**config.mk**
```make
export PLATFORM = sky130hd
export DESIGN_NAME = clk_div_int
export DESIGN_NICKNAME = d
export VERILOG_FILES = /design/src/rtl/clk_div_pkg.sv /design/src/rtl/mux2X1.sv /design/src/rtl/clk_div_int.sv
export SDC_FILE = /design/constraint.sdc
export NUM_CORES = 1
export LEC_CHECK = 0
export BUFFER_PORTS_ARGS = -buffer_cell sky130_fd_sc_hd__buf_2
export CAP_MARGIN = 20
export CORE_ASPECT_RATIO = 1.25
export CORE_MARGIN = 3
export CORE_UTILIZATION = 59
export DETAILED_ROUTE_END_ITERATION = 10
export PLACE_DENSITY = 0.83
export SLEW_MARGIN = 20
export SYNTH_ARGS = -nofsm -noshare
export SYNTH_HDL_FRONTEND = slang
export SYNTH_SLANG_ARGS = --single-unit
```
**constraint.sdc**
```tcl
create_clock -name i_ref_clk -period 2.82 [get_ports i_ref_clk]
set_clock_uncertainty 0.05 [all_clocks]
set_input_delay 0.423 -clock i_ref_clk [delete_from_list [all_inputs] [get_ports i_ref_clk]]
set_output_delay 0.423 -clock i_ref_clk [all_outputs]
set_load 0.01 [all_outputs]
```
**src/rtl/clk_div_pkg.sv**
```systemverilog
// Shared definitions for the integer clock divider.
// Holds the 2-bit state encoding and the default ratio width.
package clk_div_pkg;

    localparam int unsigned RATIO_WD_DEF = 8;
    localparam int unsigned STATE_WD     = 2;

    typedef enum logic [STATE_WD-1:0] {
        ST_IDLE = 2'd0,
        ST_HIGH = 2'd1,
        ST_LOW  = 2'd2
    } clk_div_state_e;

endpackage : clk_div_pkg

```
**src/rtl/mux2X1.sv**
```systemverilog
// 2:1 clock mux cell. All clock-path muxing goes through this cell.
// Ports:
//   Function_mode - functional-path input, selected when sel=0
//   Test_mode     - alternate-path input, selected when sel=1
//   sel           - select
//   mux_out       - muxed output
module mux2X1 (
    input  logic Function_mode,
    input  logic Test_mode,
    input  logic sel,
    output logic mux_out
);

    assign mux_out = sel ? Test_mode : Function_mode;

endmodule : mux2X1

```
**src/rtl/clk_div_int.sv**
```systemverilog
// Integer clock divider with glitch-free ratio changes and bypass.
// Ports:
//   i_ref_clk   - muxed reference clock, all state on its rising edge
//   i_rst_n     - asynchronous active-low reset
//   i_clk_en    - division enable
//   i_div_ratio - division ratio N (0/1 = bypass)
//   o_div_clk   - divided clock, or i_ref_clk in bypass
//   o_tick      - one-ref-cycle pulse on each divided-clock rising edge
//   o_active    - high while the FSM is not idle
module clk_div_int
    import clk_div_pkg::*;
#(
    parameter int unsigned RATIO_WD = RATIO_WD_DEF
) (
    input  logic                i_ref_clk,
    input  logic                i_rst_n,
    input  logic                i_clk_en,
    input  logic [RATIO_WD-1:0] i_div_ratio,
    output logic                o_div_clk,
    output logic                o_tick,
    output logic                o_active
);

    clk_div_state_e      state_q,   state_d;
    logic [RATIO_WD-1:0] cnt_q,     cnt_d;
    logic [RATIO_WD-1:0] ratio_l_q, ratio_l_d;
    logic                div_r_q,   div_r_d;
    logic                tick_q,    tick_d;
    logic                active_q,  active_d;

    logic                active_req_c;
    logic [RATIO_WD-1:0] hi_new_c;
    logic [RATIO_WD-1:0] lo_cur_c;
    logic                bypass_c;

    // Division requested: enabled with a ratio of at least 2.
    assign active_req_c = i_clk_en && (i_div_ratio >= RATIO_WD'(2));

    // High phase of a period about to start comes from the live ratio;
    // low phase of the running period comes from the latched ratio.
    assign hi_new_c = i_div_ratio >> 1;
    assign lo_cur_c = ratio_l_q - (ratio_l_q >> 1);

    // State and datapath registers.
    always_ff @(posedge i_ref_clk or negedge i_rst_n) begin
        if (!i_rst_n) begin
            state_q   <= ST_IDLE;
            cnt_q     <= '0;
            ratio_l_q <= '0;
            div_r_q   <= 1'b0;
            tick_q    <= 1'b0;
            active_q  <= 1'b0;
        end else begin
            state_q   <= state_d;
            cnt_q     <= cnt_d;
            ratio_l_q <= ratio_l_d;
            div_r_q   <= div_r_d;
            tick_q    <= tick_d;
            active_q  <= active_d;
        end
    end

    // Next-state and datapath logic.
    always_comb begin
        state_d   = state_q;
        cnt_d     = cnt_q;
        ratio_l_d = ratio_l_q;
        div_r_d   = div_r_q;
        tick_d    = 1'b0;

        unique case (state_q)
            ST_IDLE: begin
                div_r_d = 1'b0;
                if (active_req_c) begin
                    state_d   = ST_HIGH;
                    ratio_l_d = i_div_ratio;
                    div_r_d   = 1'b1;
                    cnt_d     = hi_new_c - RATIO_WD'(1);
                    tick_d    = 1'b1;
                end
            end
            ST_HIGH: begin
                if (cnt_q == '0) begin
                    state_d = ST_LOW;
                    div_r_d = 1'b0;
                    cnt_d   = lo_cur_c - RATIO_WD'(1);
                end else begin
                    cnt_d = cnt_q - RATIO_WD'(1);
                end
            end
            ST_LOW: begin
                if (cnt_q != '0) begin
                    cnt_d = cnt_q - RATIO_WD'(1);
                end else if (active_req_c) begin
                    // Period boundary: only point where a new ratio is taken.
                    state_d   = ST_HIGH;
                    ratio_l_d = i_div_ratio;
                    div_r_d   = 1'b1;
                    cnt_d     = hi_new_c - RATIO_WD'(1);
                    tick_d    = 1'b1;
                end else begin
                    state_d = ST_IDLE;
                end
            end
            default: begin
                state_d = ST_IDLE;
                cnt_d   = '0;
                div_r_d = 1'b0;
            end
        endcase

        active_d = (state_d != ST_IDLE);
    end

    // Bypass while in reset, or idle with no division requested.
    assign bypass_c = !i_rst_n || ((state_q == ST_IDLE) && !active_req_c);

    // Output clock select through the shared clock mux cell.
    mux2X1 u_bypass_mux (
        .Function_mode (div_r_q),
        .Test_mode     (i_ref_clk),
        .sel           (bypass_c),
        .mux_out       (o_div_clk)
    );

    assign o_tick   = tick_q;
    assign o_active = active_q;

endmodule : clk_div_int

```
==> run metrics <==
Crit path top cell by count=buf_2; fin area=0.00187 mm²; post-CTS setup buffers=0; Hold Path Class=in -> reg; Area contributors post-synth=dfrtp_1, ha_1, mux2i_1; Clk pin slew, worst setup/hold paths=0.12 ns; CP Data Arrival Time=2.21 ns; #FFs+latches synth=21; Final Power=1.16 mW; crit-path leading delay family=simple AND/OR/NAND/NOR gates; port buffer count=13; share of post-route cells with drive strength above 1=18.3%; die height=66.1 µm; final hold violations=0; final WL=4150 µm; DP Area=0.00181 mm²; synth unique cells=49; largest net degree at the start of global routing=22; Resized cells post-CTS=0; Post-Syn Area=0.00170 mm²; cell taking the most area after synthesis=dfrtp_1; critical path required time=2.35 ns; Max-Cap Viols=0; core area=0.00271 mm²; Place WS=0.154 ns; fin worst setup slack=0.135 ns; setup_tns=0 ns; Slew Viols, Final=0; Async SR Flop Fraction=100%; Post-synth EDFFs=0; antenna violations before repair=0; Leak=0.818 nW; CTS tree=built; max frequency=372 MHz; Fill cells=205; Antenna diodes=0; status=finished clean; first-pass GRT wire length=7060 µm; synthesis warning total=0; Total Nets Final=230; CP max stage cell=or4_4; DRC=0; grt ovf=0; Cell Chain, Critical Path=buf_2, or4_4, o21a_2, nor3_1, nand2b_1, mux2_2, buf_2; Die X=54.1 µm; num rows=21; crit end category=output port; Max-Slew Margin vs Limit=62.2%; setup violators final=0; Post-synth top flop=dfrtp_1; Skew-Pair Late Insertion Delay=0.42 ns; antenna viol nets, final=0; vias in the first global route=1592; Tcrit/Tclk final=95.2%; worst slew pin tran=0.553 ns; via count=1571; crit start category=input pin; post-synth top area share=30.9%; DR vias/cell=6.49; Ports=14; drt first pass iters=4; syn_nets=211; Pwr Density=619 mW/mm²; crit-path max FO=6; Syn-to-layout area delta=9.77%; top-count cell post-synth=dfrtp_1; RSZ-0062 raised after global routing=no; initial core utilization=62.9%; WP buf/inv=2; Die ar.=0.00357 mm²; Post-synth top cells=dfrtp_1, inv_1, nor2_1; CP max stage delay=0.57 ns; DRT iter0 DRCs=67; CP Class=in -> out; post-DR wirelength/cell=17.2 µm; sequential element share of the synthesized area=30.9%; GRT Total Usage=27.1%; DP HPWL=3120 µm; Gate Count Post-Synth=190; Tmin final=2.68 ns; Avg Inst Size Synth=8.96 µm²; Final GP Congestion=0.913; Worst VDD drop=0.437 mV
## worst paths after layout
check / start / end / slack, ns / cells after the start
setup / recovery: i_div_ratio[4] / o_div_clk / 0.14 / 7
max in group asynchronous: i_rst_n / div_r_q$_DFFE_PN0P_ / 2.01 / 3
setup reg to reg: cnt_q[0]$_DFF_PN0_ / cnt_q[0]$_DFF_PN0_ / 0.31 / 7
hold reg to reg: ratio_l_q[0]$_DFFE_PN0P_ / ratio_l_q[0]$_DFFE_PN0P_ / 0.49 / 1
hold / removal: i_div_ratio[0] / ratio_l_q[0]$_DFFE_PN0P_ / 0.19 / 2
min in group asynchronous: i_rst_n / ratio_l_q[4]$_DFFE_PN0P_ / 0.50 / 3
## kinds of logic (layout without fill, tap and decap cells)
| logic type | Yosys count | count (layout) | share of synthesized area (%) |
|---|---|---|---|
| DFF | 21 | 21 | 30.9 |
| AOI/OAI and AO/OA | 49 | 49 | 20.1 |
| adders and majority gates | 10 | 10 | 7.79 |
| buffers and inverters | 24 | 42 | 5.51 |
| muxes | 14 | 14 | 9.77 |
| xor gates and xnor gates | 11 | 11 | 5.66 |
| and+or+nand+nor | 61 | 61 | 20.4 |
## power breakdown
group          switching [mW]  total, mW  internal [mW]
Clock                   0.119      0.235          0.116
Sequential             0.0971      0.467          0.370
Combinational           0.241      0.455          0.214
Total                   0.457       1.16          0.700
## layer usage
metal | part of all wire [%] | routed length [µm] | global-route usage (%) | up-vias
li1 | - | - | - | 727
met1 | 41 | 1690 | 32.0 | 749
met2 | 49 | 2020 | 44.2 | 71
met3 | 6.4 | 265 | 5.19 | 24
met4 | 4.2 | 176 | 15.9 | 0
met5 | 0 | 0 | 0 | -
## timing repair
action                                  in CTS  in global routing
hold endpoints to repair                    21                  0
endpoints found under the setup margin       0                  0
hold buffers                                 1                  0
## registers in the layout, summed over array words and instances (netlist names)
name / flops
o_tick: 1
div_r_q: 1
ratio_l_q: 8
o_active: 1
cnt_q: 8
state_q: 2
## placed cells by master (no fill, tap or decap), types with 6 or more instances in the layout
master and n:
dfrtp_1 21, inv_1 17, nor2_1 17, buf_2 13
a21oi_1 11, ha_1 9, nand2_1 8, mux2i_1 8
xnor2_1 7, nand3_1 6, clkbuf_4 6
## metrics by stage
| step | utilization (%) | hold slack (ns) | instances |
|---|---|---|---|
| floorplan | - | 0.0774 | 190 |
| global placement | 66.9 | 0.413 | 234 |
| detailed placement | 66.9 | 0.417 | 234 |
| CTS | 69.1 | 0.173 | 242 |
| global route | 69.1 | 0.175 | 242 |
| finish | 69.1 | 0.186 | 242 |
## final cells by class
class	count	area, µm²	area share, %
Tap cell	34	42.5	2.28
Timing Repair Buffer	17	100	5.35
Sequential cell	21	526	28.1
Multi-Input combinational cell	145	1080	58.0
Clock buffer	8	53.8	2.88
Inverter	17	63.8	3.41
(Power assumes the default switching activity.)
